--- src/rtl/pt2272_decoder_gen.sv ---
// PT2272-compatible trinary word receiver: tick-oversampled pulse-width symbol
// recovery, address match against pin config, two-word confirmation to D/dv/vt.
//
// state       | meaning
// HUNT        | waiting for a sync; all other symbols ignored
// HALF0       | expecting first half-symbol of a trit
// HALF1       | expecting second half-symbol; trit stored at idx
// EXPECT_SYNC | full word received, trailing sync evaluates it
module pt2272_decoder_gen #(
    parameter int N_ADDR     = 8,
    parameter int N_DATA     = 4,
    parameter int CLK_DIV    = 250,
    parameter int SHORT_MIN  = 2,
    parameter int SHORT_MAX  = 6,
    parameter int LONG_MIN   = 9,
    parameter int LONG_MAX   = 15,
    parameter int SYNC_MIN   = 100,
    parameter int VT_TIMEOUT = 512,
    parameter int LATCHED    = 1
) (
    input  logic              clk,
    input  logic              reset,
    input  logic [N_ADDR-1:0] addr_val,
    input  logic [N_ADDR-1:0] addr_float,
    input  logic              cod_i,
    output logic [N_DATA-1:0] D,
    output logic              dv,
    output logic              vt,
    output logic              err
);

    localparam int N_TRIT = N_ADDR + N_DATA;
    localparam int W_MAX  = (SYNC_MIN > LONG_MAX) ? SYNC_MIN : LONG_MAX;
    localparam int WW     = $clog2(W_MAX + 2);
    localparam int DW     = (CLK_DIV > 1) ? $clog2(CLK_DIV) : 1;
    localparam int IW     = (N_TRIT > 1) ? $clog2(N_TRIT) : 1;
    localparam int TW     = $clog2(VT_TIMEOUT + 1);

    localparam logic [1:0] TRIT_0 = 2'd0;
    localparam logic [1:0] TRIT_1 = 2'd1;
    localparam logic [1:0] TRIT_F = 2'd2;

    typedef enum logic [1:0] {HUNT, HALF0, HALF1, EXPECT_SYNC} state_t;
    typedef enum logic [2:0] {SYM_NONE, SYM_S0, SYM_S1, SYM_BAD, SYM_SYNC} sym_t;

    logic          cod_s1_q, cod_s2_q, level_q, sync_low_q;
    logic [DW-1:0] div_q;
    logic [WW-1:0] wid_q, hw_q, wid_inc;
    logic          tick, lvl_chg, rise, sync_hit;
    sym_t          sym;

    function automatic logic is_short(input logic [WW-1:0] w);
        return (w >= WW'(SHORT_MIN)) && (w <= WW'(SHORT_MAX));
    endfunction

    function automatic logic is_long(input logic [WW-1:0] w);
        return (w >= WW'(LONG_MIN)) && (w <= WW'(LONG_MAX));
    endfunction

    assign tick     = (div_q == DW'(CLK_DIV - 1));
    assign lvl_chg  = (cod_s2_q != level_q);
    assign rise     = lvl_chg && cod_s2_q;
    assign wid_inc  = (wid_q == '1) ? wid_q : wid_q + WW'(1);
    assign sync_hit = tick && !lvl_chg && !level_q && !sync_low_q &&
                      (wid_inc == WW'(SYNC_MIN)) && is_short(hw_q);

    always_ff @(posedge clk or negedge reset) begin
        if (!reset) begin
            cod_s1_q   <= 1'b0;
            cod_s2_q   <= 1'b0;
            div_q      <= '0;
            level_q    <= 1'b0;
            wid_q      <= '0;
            hw_q       <= '0;
            sync_low_q <= 1'b0;
        end else begin
            cod_s1_q <= cod_i;
            cod_s2_q <= cod_s1_q;
            div_q    <= tick ? '0 : div_q + DW'(1);
            if (tick) begin
                if (lvl_chg) begin
                    level_q <= cod_s2_q;
                    wid_q   <= WW'(1);
                    if (!cod_s2_q) hw_q <= wid_q;
                    else           sync_low_q <= 1'b0;
                end else begin
                    wid_q <= wid_inc;
                    if (sync_hit) sync_low_q <= 1'b1;
                end
            end
        end
    end

    // The rising edge closing a sync low carries no symbol.
    always_comb begin
        sym = SYM_NONE;
        if (sync_hit) begin
            sym = SYM_SYNC;
        end else if (tick && rise && !sync_low_q) begin
            if (is_short(hw_q) && is_long(wid_q))      sym = SYM_S0;
            else if (is_long(hw_q) && is_short(wid_q)) sym = SYM_S1;
            else                                       sym = SYM_BAD;
        end
    end

    state_t                 state_q, state_d;
    logic [IW-1:0]          idx_q, idx_d;
    logic                   half_q, half_d;
    logic [N_TRIT-1:0][1:0] trits_q, trits_d;
    logic [N_DATA-1:0]      cand_q, cand_d, d_q, d_d, data_w;
    logic                   cand_vld_q, cand_vld_d, vt_q, vt_d;
    logic                   dv_q, dv_d, err_q, err_d;
    logic [TW-1:0]          tmo_q, tmo_d;
    logic                   eval, addr_ok, data_has_f;
    logic [1:0]             trit_new;

    always_comb begin
        addr_ok    = 1'b1;
        data_has_f = 1'b0;
        data_w     = '0;
        for (int i = 0; i < N_ADDR; i++) begin
            if (addr_float[i]) begin
                if (trits_q[i] != TRIT_F) addr_ok = 1'b0;
            end else if (trits_q[i] != {1'b0, addr_val[i]}) begin
                addr_ok = 1'b0;
            end
        end
        for (int j = 0; j < N_DATA; j++) begin
            data_w[j] = (trits_q[N_ADDR+j] == TRIT_1);
            if (trits_q[N_ADDR+j] == TRIT_F) data_has_f = 1'b1;
        end
    end

    always_comb begin
        state_d    = state_q;
        idx_d      = idx_q;
        half_d     = half_q;
        trits_d    = trits_q;
        cand_d     = cand_q;
        cand_vld_d = cand_vld_q;
        d_d        = d_q;
        vt_d       = vt_q;
        tmo_d      = tmo_q;
        dv_d       = 1'b0;
        err_d      = 1'b0;
        eval       = 1'b0;
        trit_new   = TRIT_0;

        if (tick && vt_q) begin
            if (tmo_q <= TW'(1)) begin
                tmo_d      = '0;
                vt_d       = 1'b0;
                cand_vld_d = 1'b0;
                if (LATCHED == 0) d_d = '0;
            end else begin
                tmo_d = tmo_q - TW'(1);
            end
        end

        case (state_q)
            HUNT: begin
                if (sym == SYM_SYNC) begin
                    state_d = HALF0;
                    idx_d   = '0;
                end
            end
            HALF0: begin
                case (sym)
                    SYM_S0, SYM_S1: begin
                        half_d  = (sym == SYM_S1);
                        state_d = HALF1;
                    end
                    SYM_SYNC: begin
                        err_d = 1'b1;
                        idx_d = '0;
                    end
                    SYM_BAD: begin
                        err_d   = 1'b1;
                        state_d = HUNT;
                    end
                    default: ;
                endcase
            end
            HALF1: begin
                case (sym)
                    SYM_S0, SYM_S1: begin
                        if (half_q && sym == SYM_S0) begin
                            err_d   = 1'b1;
                            state_d = HUNT;
                        end else begin
                            if (half_q)              trit_new = TRIT_1;
                            else if (sym == SYM_S0)  trit_new = TRIT_0;
                            else                     trit_new = TRIT_F;
                            trits_d[idx_q] = trit_new;
                            if (idx_q == IW'(N_TRIT - 1)) begin
                                state_d = EXPECT_SYNC;
                            end else begin
                                idx_d   = idx_q + IW'(1);
                                state_d = HALF0;
                            end
                        end
                    end
                    SYM_SYNC: begin
                        err_d   = 1'b1;
                        idx_d   = '0;
                        state_d = HALF0;
                    end
                    SYM_BAD: begin
                        err_d   = 1'b1;
                        state_d = HUNT;
                    end
                    default: ;
                endcase
            end
            EXPECT_SYNC: begin
                case (sym)
                    SYM_SYNC: begin
                        eval    = 1'b1;
                        idx_d   = '0;
                        state_d = HALF0;
                    end
                    SYM_S0, SYM_S1, SYM_BAD: begin
                        err_d   = 1'b1;
                        state_d = HUNT;
                    end
                    default: ;
                endcase
            end
            default: state_d = HUNT;
        endcase

        // Evaluated after the timeout so a same-tick confirmation overrides it.
        if (eval) begin
            if (data_has_f) begin
                err_d      = 1'b1;
                cand_vld_d = 1'b0;
            end else if (addr_ok) begin
                tmo_d = TW'(VT_TIMEOUT);
                if (cand_vld_q && cand_q == data_w) begin
                    d_d        = data_w;
                    vt_d       = 1'b1;
                    cand_vld_d = 1'b1;
                    dv_d       = !vt_q || (d_q != data_w);
                end else begin
                    cand_d     = data_w;
                    cand_vld_d = 1'b1;
                end
            end else begin
                cand_vld_d = 1'b0;
            end
        end
    end

    always_ff @(posedge clk or negedge reset) begin
        if (!reset) begin
            state_q    <= HUNT;
            idx_q      <= '0;
            half_q     <= 1'b0;
            trits_q    <= '0;
            cand_q     <= '0;
            cand_vld_q <= 1'b0;
            d_q        <= '0;
            vt_q       <= 1'b0;
            tmo_q      <= '0;
            dv_q       <= 1'b0;
            err_q      <= 1'b0;
        end else begin
            state_q    <= state_d;
            idx_q      <= idx_d;
            half_q     <= half_d;
            trits_q    <= trits_d;
            cand_q     <= cand_d;
            cand_vld_q <= cand_vld_d;
            d_q        <= d_d;
            vt_q       <= vt_d;
            tmo_q      <= tmo_d;
            dv_q       <= dv_d;
            err_q      <= err_d;
        end
    end

    assign D   = d_q;
    assign dv  = dv_q;
    assign vt  = vt_q;
    assign err = err_q;

endmodule

--- config.mk ---
export PLATFORM = sky130hd
export DESIGN_NAME = pt2272_decoder_gen
export DESIGN_NICKNAME = d
export VERILOG_FILES = /design/src/rtl/pt2272_decoder_gen.sv
export SDC_FILE = /design/constraint.sdc
export NUM_CORES = 1
export LEC_CHECK = 0
export BUFFER_PORTS_ARGS = -buffer_cell sky130_fd_sc_hd__buf_2
export CORE_ASPECT_RATIO = 1.2
export CORE_MARGIN = 3
export CORE_UTILIZATION = 41
export CTS_CLUSTER_DIAMETER = 30
export DETAILED_ROUTE_END_ITERATION = 8
export RECOVER_POWER = 100
export SYNTH_ARGS = -nofsm -noshare
export SYNTH_HDL_FRONTEND = slang
export SYNTH_SLANG_ARGS = --single-unit
--- constraint.sdc ---
create_clock -name clk -period 3.55 [get_ports clk]
set_clock_uncertainty 0.2 [all_clocks]
set_input_delay 0.5325 -clock clk [delete_from_list [all_inputs] [get_ports clk]]
set_output_delay 0.5325 -clock clk [all_outputs]
set_load 0.01 [all_outputs]
Word-level counts from Yosys, hierarchy flattened
Cells that the tools add are included.
{ "classes": {"n_addsub": 4, "bitwise_logic": 4, "n_mux": 87, "n_reduce_logical": 41, "magnitude_cmp": 11, "eq_ne": 47} }
{ "op_table": {"columns": ["operator", "n"], "rows": [
  ["$mux W1", 54],
  ["$mux W10", 5],
  ["$bwmux W24", 1],
  ["$mux W2", 11],
  ["$ne A2 B2 Y1 const B", 10],
  ["$logic_and A1 B1 Y1", 18],
  ["$ne A2 B1 Y1", 8],
  ["$pmux W4 S2", 2],
  ["$reduce_and A4 Y1", 4],
  ["$eq A7 B7 Y1 const B", 2],
  ["$ge A7 B2 Y1 const B", 2],
  ["$ge A7 B4 Y1 const B", 2],
  ["$le A7 B3 Y1 const B", 2],
  ["$le A7 B4 Y1 const B", 2],
  ["$mux W7", 2],
  ["$eq A2 B2 Y1 const B", 6],
  ["$mux W4", 3],
  ["$ne A3 B3 Y1 const B", 4],
  ["$eq A2 B1 Y1 const B", 5],
  ["$le A10 B1 Y1 const B", 1],
  ["$sub A10 B1 Y10 const B", 1],
  ["$reduce_and A3 Y1", 3],
  ["$add A8 B1 Y8 const B", 1],
  ["$demux W2 S4", 1],
  ["other kinds (30)", 44]
]} }
{ "totals": {"inputBits": 19, "register_bits": 79, "word_cells": 223, "out_inout_bits": 7} }

Depth between registers and ports, before layout
{ "depth": {"word_depth": 20, "mapped_depth": 12, "ltp_nobuf": 8} }

Worst setup path after synthesis
Ideal clock, no wire load.
{ "synth_path": {"kind": "register to register", "from": "register wid_q[0]", "to": "register err_q (netlist: err)", "arrival_ns": 2.277, "setup_slack_ns": 0.947, "stages_incl_launch_ff": 8, "required_time_ns": 3.224, "setup_time_ns": 0.126, "n_path_buf": 0, "period_less_slack_ns": 2.603, "cell_sequence": "dfrtp_1 -> ha_1 -> and3_1 -> mux2i_1 -> nand4_2 -> or4_4 -> mux2i_1 -> a221o_1"} }
{ "synth_between": {"elab_chain_len": 14, "elab_cells_between_ends": 35, "cone_classes": "add/sub: 1; order compare: 4; eq/ne: 6; mux: 14; reduce/logical: 10"} }
{ "synth_rtl": {"columns": ["item", "line", "source"], "rows": [
  ["start, declared", "48", "logic [WW-1:0] wid_q, hw_q, wid_inc;"],
  ["start signal, assigned", "87", "wid_q <= wid_inc;"],
  ["parallel branches: the longest is 6 deep, another holds $add A7 B1 Y7", null, null],
  ["$mux W3 *", "97", "if (sync_hit) begin"],
  ["$eq A3 B1 Y1", "185, 187, 216", null],
  ["$logic_and A1 B1 Y1", "187", "if (half_q && sym == SYM_S0) begin"],
  ["$mux W1", "187", null],
  ["$pmux W1 S2", "185", "case (sym)"],
  ["$pmux W1 S3", "160", "case (state_q)"],
  ["$mux W1", "234", "if (data_has_f) begin"],
  ["$mux W1 *", "233", "if (eval) begin"],
  ["net err_d", "112", "logic dv_q, dv_d, err_q, err_d;"],
  ["end signal, assigned", "278", "err_q <= err_d;"],
  ["end, declared", "112", null]
]} }
Mark *: on every way through the listed nets, which the timed path passes.
A chain may end at the register's enable or synchronous reset.

Worst setup path in the final report
{ "layout_path": {"from": "register wid_q[0]", "to": "register cand_vld_q"} }
{ "layout_between": {"elab_chain_len": 12, "elab_cells_between_ends": 25, "cone_classes": "add/sub: 1; order compare: 4; eq/ne: 3; mux: 8; reduce/logical: 9"} }
{ "layout_rtl": {"columns": ["item", "line", "source"], "rows": [
  ["parallel branches: the longest is 6 deep, another holds $add A7 B1 Y7", null, null],
  ["$mux W3 *", "97", null],
  ["$eq A3 B3 Y1 *", "216", "case (sym)"],
  ["$mux W1 *", "216", null],
  ["$mux W1 *", "160", null],
  ["$reduce_bool A2 Y1 (no line)", null, null],
  ["$reduce_and A2 Y1 (no line)", null, null],
  ["end signal, assigned", "273", "cand_vld_q <= cand_vld_d;"],
  ["end, declared", "111", "logic cand_vld_q, cand_vld_d, vt_q, vt_d;"]
]} }
Every way passes the cells marked *.

==> results.md <==
* Pins over their slew limit at 80
* Commonest non-fill, non-tap cell in the layout: dfrtp_1
* Placer Congestion at around 0.76
* Core outline area at 10200 µm²
* Die Width at about 100 µm
* Row count at 40
* Area fraction in compound gates after synthesis at 10.2%
* Failing checks: max-capacitance violations, max-slew violations
* Ordered list of cells on the worst path: ha_1 -> nand3_1 -> nor2_1 -> a21boi_0 -> nor4_1 -> clkbuf_1 -> a211oi_1 -> or2_1
* 1st-iter DRT viols at ~130
* Main combinational cell family by area after synthesis: simple AND/OR/NAND/NOR gates
* Final Cell Area at 4770 µm²
* CTS sink cnt at 79
* Crit path required time at approximately 3600 ps
* Via density at around 5.4
* Post-Synth Simple-Gate Area at a little over a fifth
* CP Data Arrival Time at about 3000 ps
* CTS HTree Levels at 3
* Setup violations, final at 0
* Commonest non-fill, non-tap cells in the layout: dfrtp_1, mux2_1, nor2_1, nand2_1, a21oi_1
* Synth Instances at around 400
* Max-Cap Viols at 1
* Tcrit/Tclk final at between 80 and 90%
* Crit start category: flip-flop
* Post-Syn Nets at between 400 and 500
* CTS tree: yes
* Synthesized area at 4320 µm²
* Crit. End Element: flip-flop
* Min-Delay Path Class: primary input to flip-flop
* Critical path buffers and inverters at 1
* Biggest cell delay along the critical path at between 400 and 500 ps
* Combinational power share at approximately 2.3%
* Cell Pwr Density at about 390 nW/µm²
* Yosys cell types at 62
* Post-CTS setup buffers at 0
* Later-pin clock latency in the skew report at around 340 ps
* Layout cells sized above 1 at 12.5%
* First-pass GRT wire length at 14.6 mm
* Post-synthesis adder-cell area fraction at around 3.5%
* Setup TNS at 0 ps
* Initial core utilization at 42.5%
* Vias in the first global route at 3101
* RSZ-0062 raised after global routing: no
* Syn-to-layout area delta at 10.4%
* Post-synth EDFFs at 0
* Filler cell count at 946
* Flop pwr share at approximately half
* Status: finished, violations left
* Synth async-reset ratio at between 90% and 100%
* Via count at 3061
* Final nets at 465
* Die H at approximately 120 µm
* Slowest library cell on the worst path: nor4_1
* Number of synthesized register bits at 79
* Final core utilization at between 40 and 50%
* DRC Markers at 0
* Switching share of power at 20.4%
* Net Sw Power at between 300 and 400 µW
* Ant diodes at 0
* Top Family by Delay on Critical Path: simple AND/OR/NAND/NOR gates
* Static Leak at approximately 0.0022 µW
* Initial antenna violation count at 0
* Final ANT Viol Nets at 0
* CP Max Fanout at 9
* DP Area at 4550 µm²
* CTS clk-pin slew, worst paths at approximately 60 ps
* Max Freq at around 330 MHz
* Total gr overflow at 0
* Clk network pwr share at about half
* Predominant post-synthesis flop cell: dfrtp_1
* Hold Vio Cnt, Final at 0
* Die area at ~12000 µm²
* Post-CTS Resized at 0
* Total Routing Usage GR at between 15 and 20%
* Final WL at 8.35 mm
* Worst Tran Pin Value at roughly 1900 ps
* CTS Buf Count at 9
* # port buffers at 25
* Worst Setup Path Type: flip-flop to flip-flop
* Root Buffer: clkbuf_16
* I/O pin count at 26
* Top post-synthesis cells by area: dfrtp_1, mux2_1, ha_1
* Cts hold-fix bufs at 0
* Max_slew headroom at -29.9%
* Synth Warn # at 0
* Synth Area in XOR/XNOR at 5.65%
* Syn Area/Cell at ~11 µm²
* Yosys top cell by area: dfrtp_1
* TritonRoute pass-1 iters at 4
* Internal power at 1460 µW
* Largest net degree at the start of global routing at 80
* DP Wirelength at 5.94 mm
* Yosys top cell area share at around 46%
* Period minus WS final at approximately 3000 ps
* Fraction of synthesized area in multiplexers at 10.6%
* WL per Instance at 14.8 µm
* Worst vdd ir at ~260 µV
* Post-synthesis sequential area ratio at a little under half
* CTS max path bufs at 2
==> cells in the mapped netlist, drive strengths merged (3+ instances only) <==
cell type / instances
o21ai: 13
o211ai: 9
nand2b: 3
mux2: 39
xor2: 12
dfrtp: 79
nand4: 8
ha: 12
or3: 5
buf: 11
nand3: 20
nand2: 23
o21bai: 3
clkbuf: 6
and3: 14
xnor2: 15
or2: 4
nor4: 7
inv: 13
a21oi: 21
or4: 4
nor2: 28
nor3: 19
a31oi: 5
nor2b: 11
==> registers in the layout (all words and copies together), names as in the netlist, 2 cells and up <==
register and flops:
wid_q 7, hw_q 7, tmo_q 10, D 4
div_q 8, cand_q 4, state_q 2, idx_q 4
trits_q 24
==> layout make-up <==
type                       instances  area [µm²]  share of cell area [%]
sequential                        79        1980                    41.4
clock inverter                     2        12.5                   0.262
clock buffer                      14         284                    5.95
multi-input combinational        301        2140                    44.9
inverter                          13        48.8                    1.02
tap                              126         158                    3.31
timing repair buffer              30         146                    3.07
==> metal layers <==
| metal | GRT usage, % | share of wire, % |
|---|---|---|
| met1 | 18.8 | 45 |
| met5 | 0 | 0 |
| met2 | 26.2 | 50 |
| met4 | 6.66 | 1.8 |
| met3 | 2.95 | 2.9 |
==> final timing paths <==
kind | start | end | slack (ps) | depth (start not counted)
worst max-delay path | wid_q[0] | cand_vld_q | 540 | 8
worst min-delay path | cod_i | cod_s1_q | 100 | 1
worst max register to register | wid_q[0] | cand_vld_q | 540 | 8
worst min register to register | cod_s1_q | cod_s2_q | 150 | 0
max in group asynchronous | reset | D[1] | 1450 | 1
min in group asynchronous | reset | trits_q[10] | 520 | 1
==> cell families (layout without fill, tap and decap cells) <==
logic type	after synthesis	count (layout)
simple gates	153	153
flops	79	79
compound gates	68	68
mux	41	41
buf+inv	30	59
xor+xnor	27	27
fa+ha+maj	12	12
==> power by group through the flow <==
stage / clock, µW / sequential, µW / combinational [µW]
after floorplan: 0 / 919 / 11.5
after CTS: 919 / 903 / 44.3
after global routing: 950 / 902 / 49.3
after detailed placement: 0 / 919 / 44.2
final: 895 / 903 / 41.5
after global placement: 0 / 919 / 42.7
==> stage by stage <==
step                      hold WS, ps  worst slack [ps]  total power, µW  instances
after floorplan                  36.9               947              930        410
after global placement            135               586              962        549
after detailed placement          135               513              963        549
after CTS                        89.0               723             1870        565
after global routing              104               245             1900        565
final                            98.6               538             1840        565
(Power assumes the default switching activity.)
